### config.mk
export PLATFORM = sky130hd
export DESIGN_NAME = box_anim_sequencer
export DESIGN_NICKNAME = d
export VERILOG_FILES = /design/src/rtl/box_anim_sequencer.sv
export SDC_FILE = /design/constraint.sdc
export NUM_CORES = 1
export LEC_CHECK = 0
export CAP_MARGIN = 10
export CORE_MARGIN = 1.5
export CORE_UTILIZATION = 55
export DETAILED_ROUTE_END_ITERATION = 16
export PLACE_DENSITY = 0.87
export SLEW_MARGIN = 20
export SYNTH_ARGS = -nofsm -noshare
export SYNTH_HDL_FRONTEND = slang
export SYNTH_SLANG_ARGS = --single-unit
### constraint.sdc
create_clock -name clk -period 3.32 [get_ports clk]
set_input_delay 0.664 -clock clk [delete_from_list [all_inputs] [get_ports clk]]
set_output_delay 0.664 -clock clk [all_outputs]
set_load 0.03 [all_outputs]
### src/rtl/box_anim_sequencer.sv
// Animates a bouncing box through a single-pixel plot port with valid/ready handshake.
// Each move erases the old box, steps it with edge bounce, then redraws it.
module box_anim_sequencer #(
    parameter int unsigned X_MAX           = 160,
    parameter int unsigned Y_MAX           = 120,
    parameter int unsigned BOX_W           = 4,
    parameter int unsigned BOX_H           = 4,
    parameter int unsigned X_INIT          = 0,
    parameter int unsigned Y_INIT          = 60,
    parameter int unsigned FRAMES_PER_MOVE = 15
) (
    input  logic       clk,
    input  logic       reset,
    input  logic       start,
    input  logic       frame_tick,
    input  logic [2:0] colour_in,
    input  logic       plot_ready,
    output logic       plot,
    output logic [7:0] x,
    output logic [6:0] y,
    output logic [2:0] colour,
    output logic       busy,
    output logic [7:0] pos_x,
    output logic [6:0] pos_y
);

    localparam logic [2:0] StIdle  = 3'd0;
    localparam logic [2:0] StDraw  = 3'd1;
    localparam logic [2:0] StWait  = 3'd2;
    localparam logic [2:0] StErase = 3'd3;
    localparam logic [2:0] StMove  = 3'd4;

    localparam logic [7:0] X_LAST     = 8'(X_MAX - BOX_W);
    localparam logic [6:0] Y_LAST     = 7'(Y_MAX - BOX_H);
    localparam logic [2:0] OX_LAST    = 3'(BOX_W - 1);
    localparam logic [2:0] OY_LAST    = 3'(BOX_H - 1);
    localparam logic [7:0] FRAME_LAST = 8'(FRAMES_PER_MOVE - 1);

    logic [2:0] state_q, state_d;
    logic [7:0] pos_x_q, pos_x_d;
    logic [6:0] pos_y_q, pos_y_d;
    logic       dir_x_q, dir_x_d;
    logic       dir_y_q, dir_y_d;
    logic [2:0] ox_q, ox_d;
    logic [2:0] oy_q, oy_d;
    logic [7:0] frame_q, frame_d;
    logic [2:0] colour_q, colour_d;

    always_comb begin
        state_d  = state_q;
        pos_x_d  = pos_x_q;
        pos_y_d  = pos_y_q;
        dir_x_d  = dir_x_q;
        dir_y_d  = dir_y_q;
        ox_d     = ox_q;
        oy_d     = oy_q;
        frame_d  = frame_q;
        colour_d = colour_q;
        case (state_q)
            StIdle: begin
                if (start) begin
                    colour_d = colour_in;
                    state_d  = StDraw;
                    ox_d     = 3'd0;
                    oy_d     = 3'd0;
                end
            end
            StDraw, StErase: begin
                // Advance only when the sink consumes the presented pixel.
                if (plot_ready) begin
                    if (ox_q == OX_LAST) begin
                        ox_d = 3'd0;
                        if (oy_q == OY_LAST) begin
                            oy_d    = 3'd0;
                            frame_d = 8'd0;
                            state_d = (state_q == StDraw) ? StWait : StMove;
                        end else begin
                            oy_d = oy_q + 3'd1;
                        end
                    end else begin
                        ox_d = ox_q + 3'd1;
                    end
                end
            end
            StWait: begin
                if (frame_tick) begin
                    if (frame_q == FRAME_LAST) begin
                        frame_d = 8'd0;
                        state_d = StErase;
                        ox_d    = 3'd0;
                        oy_d    = 3'd0;
                    end else begin
                        frame_d = frame_q + 8'd1;
                    end
                end
            end
            StMove: begin
                if (dir_x_q && pos_x_q == X_LAST) begin
                    dir_x_d = 1'b0;
                    pos_x_d = pos_x_q - 8'd1;
                end else if (!dir_x_q && pos_x_q == 8'd0) begin
                    dir_x_d = 1'b1;
                    pos_x_d = 8'd1;
                end else begin
                    pos_x_d = dir_x_q ? pos_x_q + 8'd1 : pos_x_q - 8'd1;
                end
                if (dir_y_q && pos_y_q == Y_LAST) begin
                    dir_y_d = 1'b0;
                    pos_y_d = pos_y_q - 7'd1;
                end else if (!dir_y_q && pos_y_q == 7'd0) begin
                    dir_y_d = 1'b1;
                    pos_y_d = 7'd1;
                end else begin
                    pos_y_d = dir_y_q ? pos_y_q + 7'd1 : pos_y_q - 7'd1;
                end
                colour_d = colour_in;
                state_d  = StDraw;
                ox_d     = 3'd0;
                oy_d     = 3'd0;
            end
            default: state_d = StIdle;
        endcase
    end

    always_ff @(posedge clk) begin
        if (reset) begin
            state_q  <= StIdle;
            pos_x_q  <= 8'(X_INIT);
            pos_y_q  <= 7'(Y_INIT);
            dir_x_q  <= 1'b1;
            dir_y_q  <= 1'b1;
            ox_q     <= 3'd0;
            oy_q     <= 3'd0;
            frame_q  <= 8'd0;
            colour_q <= 3'd0;
        end else begin
            state_q  <= state_d;
            pos_x_q  <= pos_x_d;
            pos_y_q  <= pos_y_d;
            dir_x_q  <= dir_x_d;
            dir_y_q  <= dir_y_d;
            ox_q     <= ox_d;
            oy_q     <= oy_d;
            frame_q  <= frame_d;
            colour_q <= colour_d;
        end
    end

    // Outputs decode registered state only; x/y/colour read zero when not plotting.
    always_comb begin
        plot   = (state_q == StDraw) || (state_q == StErase);
        x      = plot ? pos_x_q + {5'd0, ox_q} : 8'd0;
        y      = plot ? pos_y_q + {4'd0, oy_q} : 7'd0;
        colour = (state_q == StDraw) ? colour_q : 3'd0;
        busy   = (state_q != StIdle);
        pos_x  = pos_x_q;
        pos_y  = pos_y_q;
    end

endmodule

==> results.md <==
| Quantity | This run |
|:---|:---|
| Setup TNS | 0 ps |
| H-tree depth reported by CTS | 2 |
| Aggregate routed wire length | 6.13 mm |
| Beginning of the worst hold path | colour_q[2] |
| Detailed-route DRC error count | 0 |
| Top flip-flop cell by instance count after synthesis | sky130_fd_sc_hd__dfxtp_1 |
| Worst-case clock skew | 5.41 ps |
| Most common cell after layout, fill and taps aside | sky130_fd_sc_hd__clkdlybuf4s50_1 |
| CTS tree | built |
| Mean instance size in the synthesized netlist | 7.93 sq um |
| Weighted congestion at the end of routability-driven global placement | 0.865 |
| Slew @ Worst Pin | 667 ps |
| Total instance count after detailed placement | 399 |
| NumNets Final | 380 |
| Maximum number of pins on one net before global-route repair | 19 |
| Peak per-stage delay on the critical path | 690 ps |
| Number of buffers inserted to repair setup after CTS | 0 |
| Number of top-level pins | 43 |
| Top cells by area, synth | sky130_fd_sc_hd__dfxtp_1, sky130_fd_sc_hd__ha_1, sky130_fd_sc_hd__nor2_1 |
| Reg-to-reg critical path startpoint | dir_x_q |
| Maximum clock path buffer count | 2 |
| Die area | 5060 sq um |
| Worst hold path depth | 2 |
| Worst slew margin | 55.4% |
| Reg area | 742 sq um |
| Count of TritonRoute iterations in the first routing pass | 4 |
| Core Box Area | 4410 sq um |
| Static leakage power | 0.00129 uW |
| Tot Pwr | 975 uW |
| Gr ovfl total | 0 |
| Sort of element at the start of the critical path | register |
| Max stage delay cell, worst path | sky130_fd_sc_hd__clkdlybuf4s50_1 |
| Share of cells above drive strength 1 | 4.79% |
| Required time of the critical path | 2660 ps |
| Final-layout fill cell count | 361 |
| Highest clock rate | 318 MHz |
| Yosys reg bits | 37 |
| Area overhead of the layout relative to synthesis | 21.9% |
| Peak fanout along the critical path | 9 |
| Clock transition at path regs | 80 ps |
| Worst R2R Setup Slack | 1100 ps |
| Worst endpoint data arrival time | 2480 ps |
| Non-filler instance count after layout | 407 |
| Worst hold endpoint | colour_q[2] |
| Commonest cells after routing, fill and taps aside | sky130_fd_sc_hd__clkdlybuf4s50_1, sky130_fd_sc_hd__nor2_1, sky130_fd_sc_hd__dfxtp_1, sky130_fd_sc_hd__nand2_1, sky130_fd_sc_hd__a21oi_1 |
| Series of cell instances along the critical path | ha_1 -> a21o_1 -> a21oi_1 -> or3_1 -> a21oi_1 -> clkdlybuf4s50_1 |
| Synthesized-area fraction occupied by ao, oa, aoi and oai cells | 17.6% |
| Die width | 71.2 um |
| Capture point of the worst reg-to-reg path | pos_x[5] |
| Number of enable-type register cells in the synthesized netlist | 0 |
| Average routed wire per standard cell | 15.1 um |
| Post-DP HPWL | 4.33 mm |
| Number of sinks driven by the clock tree | 37 |
| Number of cells on the worst reg-to-reg path | 5 |
| Global-route total usage across every layer | 25.4% |
| Final number of hold-violating endpoints | 0 |
| Fraction of synthesized cell area in xor and xnor cells | 5.48% |
| Element type at the critical path end | output port |
| Number of pins with negative max-slew slack in the final report | 0 |
| Instance count of the mapped netlist | 322 |
| Post-synth ARST share | 0% |
| Worst-Skew Late Latency | 290 ps |
| Number of DRC markers in iteration 0 | 291 |
| Sum of buffers and inverters on the critical path | 1 |
| Site row count | 24 |
| Die H | 71.2 um |
| CTS root buffer | sky130_fd_sc_hd__clkbuf_8 |
| Via density | 6.03 |
| Number of max-cap violations | 0 |
| Synth Net Count | 348 |
| Top cell type's share of synthesized area | 29.0% |
| Total via count after detailed routing | 2456 |
| Endpoints failing setup | 0 |
| Area of the mapped netlist | 2550 sq um |
| Final critical delay including setup and external delays | 3150 ps |
| Warnings from Yosys | 0 |
| Inserted Clock Buffers | 5 |
| Post-synthesis sequential area ratio | 29.0% |
| Post-route ant nets | 0 |
| Starting utilization of the core area | 57.9% |
| Dominant combinational cell family by area after synthesis | simple AND/OR/NAND/NOR gates |
| Number of distinct library cells after synthesis | 54 |
| Worst supply voltage drop on vdd | 0.213 mV |
| Area occupied by multi-input gates | 1710 sq um |
| Status | complete, no violations |
| Simple-Gate Fraction of Synth Area | 30.3% |
| Adder-cell area share of the yosys netlist | 9.40% |
| Power density over the cells | 313 nW/um^2 |
| Pre-CTS setup slack | 408 ps |
| Multiplexer share of the synthesized area | 4.02% |
| Initial antenna violation count | 0 |
| IO buf count | 42 |
| Most repeated library cell on the critical path | sky130_fd_sc_hd__a21oi_1 |
| Leading area contributor after synthesis | sky130_fd_sc_hd__dfxtp_1 |
| Final worst-path cycle share | 94.7% |
| Final critical-path setup slack | 175 ps |
| Category of cells accounting for the largest share of critical-path delay | buffers and inverters |
| Worst Path Class, Setup | reg -> out |
| Class of the tightest hold or removal check | reg -> reg |
| Setup repair after global routing missed its margin | no |
| Wire length of the first global-routing pass | 10.5 mm |
| Number of global-route vias before repair | 2281 |
| Ant diodes | 0 |
worst reg2reg max path, cell delays in order, from the launching register on:
cell and delay (ps):
sky130_fd_sc_hd__dfxtp_1 470, sky130_fd_sc_hd__or4_4 640, sky130_fd_sc_hd__or2_0 220, sky130_fd_sc_hd__a21boi_1 490, sky130_fd_sc_hd__or2_1 210, sky130_fd_sc_hd__o31ai_1 70
through the flow:
step                      instance area, sq um  hold WS (ps)  utilization, %
after floorplan                           2550           452               -
after CTS                                 3100           505            70.3
after global placement                    2980           465            67.6
final                                     3120           493            70.6
after detailed placement                  2980           484            67.6
after global routing                      3120           530            70.6
report_power, final:
group	switching [uW]	internal, uW
clock network	174	244
logic	58.1	43.2
registers	6.37	449
total	238	737
synth_stat cells, types with 3 or more instances:
| cell type | count |
|---|---|
| sky130_fd_sc_hd__nand2_1 | 25 |
| sky130_fd_sc_hd__a221o_1 | 3 |
| sky130_fd_sc_hd__and2_1 | 6 |
| sky130_fd_sc_hd__nor3_1 | 9 |
| sky130_fd_sc_hd__nor2_1 | 37 |
| sky130_fd_sc_hd__or3_1 | 8 |
| sky130_fd_sc_hd__or4_1 | 4 |
| sky130_fd_sc_hd__mux2i_1 | 8 |
| sky130_fd_sc_hd__a211oi_1 | 7 |
| sky130_fd_sc_hd__and3_1 | 4 |
| sky130_fd_sc_hd__nand3_1 | 9 |
| sky130_fd_sc_hd__a21oi_1 | 20 |
| sky130_fd_sc_hd__xnor2_1 | 9 |
| sky130_fd_sc_hd__nor2b_1 | 7 |
| sky130_fd_sc_hd__clkbuf_1 | 15 |
| sky130_fd_sc_hd__nor4_1 | 3 |
| sky130_fd_sc_hd__nand2b_1 | 5 |
| sky130_fd_sc_hd__ha_1 | 16 |
| sky130_fd_sc_hd__nand4_1 | 7 |
| sky130_fd_sc_hd__inv_1 | 7 |
| sky130_fd_sc_hd__or2_1 | 3 |
| sky130_fd_sc_hd__dfxtp_1 | 37 |
| sky130_fd_sc_hd__xor2_1 | 7 |
| sky130_fd_sc_hd__nor3b_1 | 8 |
| sky130_fd_sc_hd__o21ai_0 | 10 |
| sky130_fd_sc_hd__a21o_1 | 8 |
| sky130_fd_sc_hd__buf_2 | 3 |
how the worst max path moves through the flow:
stage                     startpoint   end  depth (start not counted)
after CTS                   pos_y[0]  y[6]                          8
final                       pos_x[0]  x[7]                          6
after global placement      pos_y[0]  y[6]                          8
after global routing        pos_x[0]  x[7]                          6
after detailed placement    pos_x[0]  x[4]                          7
after floorplan             pos_x[1]  x[7]                          5
cell families (layout without fill, tap and decap cells):
| logic type | count (synthesis) | after routing |
|---|---|---|
| and+or+nand+nor | 145 | 145 |
| DFF | 37 | 37 |
| muxes | 10 | 10 |
| adders and majority gates | 18 | 18 |
| buffers and inverters | 28 | 61 |
| AOI/OAI and AO/OA | 68 | 68 |
| xor gates and xnor gates | 16 | 16 |
registers in the layout (all words and copies together), names as in the netlist:
register  count
colour_q      3
dir_x_q       1
dir_y_q       1
frame_q       8
ox_q          3
oy_q          3
pos_x         8
pos_y         7
state_q       3
routing by layer:
layer	part of all wire, %	global-route usage (%)
met5	0	0
met2	49	40.5
met4	1.5	11.1
met1	45	32.9
met3	5.0	5.56
area by class of cell:
| class | instances | share of cell area (%) |
|---|---|---|
| Clock buffer | 6 | 2.65 |
| Clock inverter | 2 | 1.20 |
| Inverter | 8 | 0.964 |
| Multi-Input combinational cell | 257 | 54.7 |
| Sequential cell | 37 | 23.8 |
| Tap cell | 52 | 2.09 |
| Timing Repair Buffer | 45 | 14.5 |
timing repair:
item                       in CTS  in global routing
setup endpoints to repair       0                  6
hold buffers                    0                  0
resized for setup               0                  5
Power figures use the tool's default switching activity.
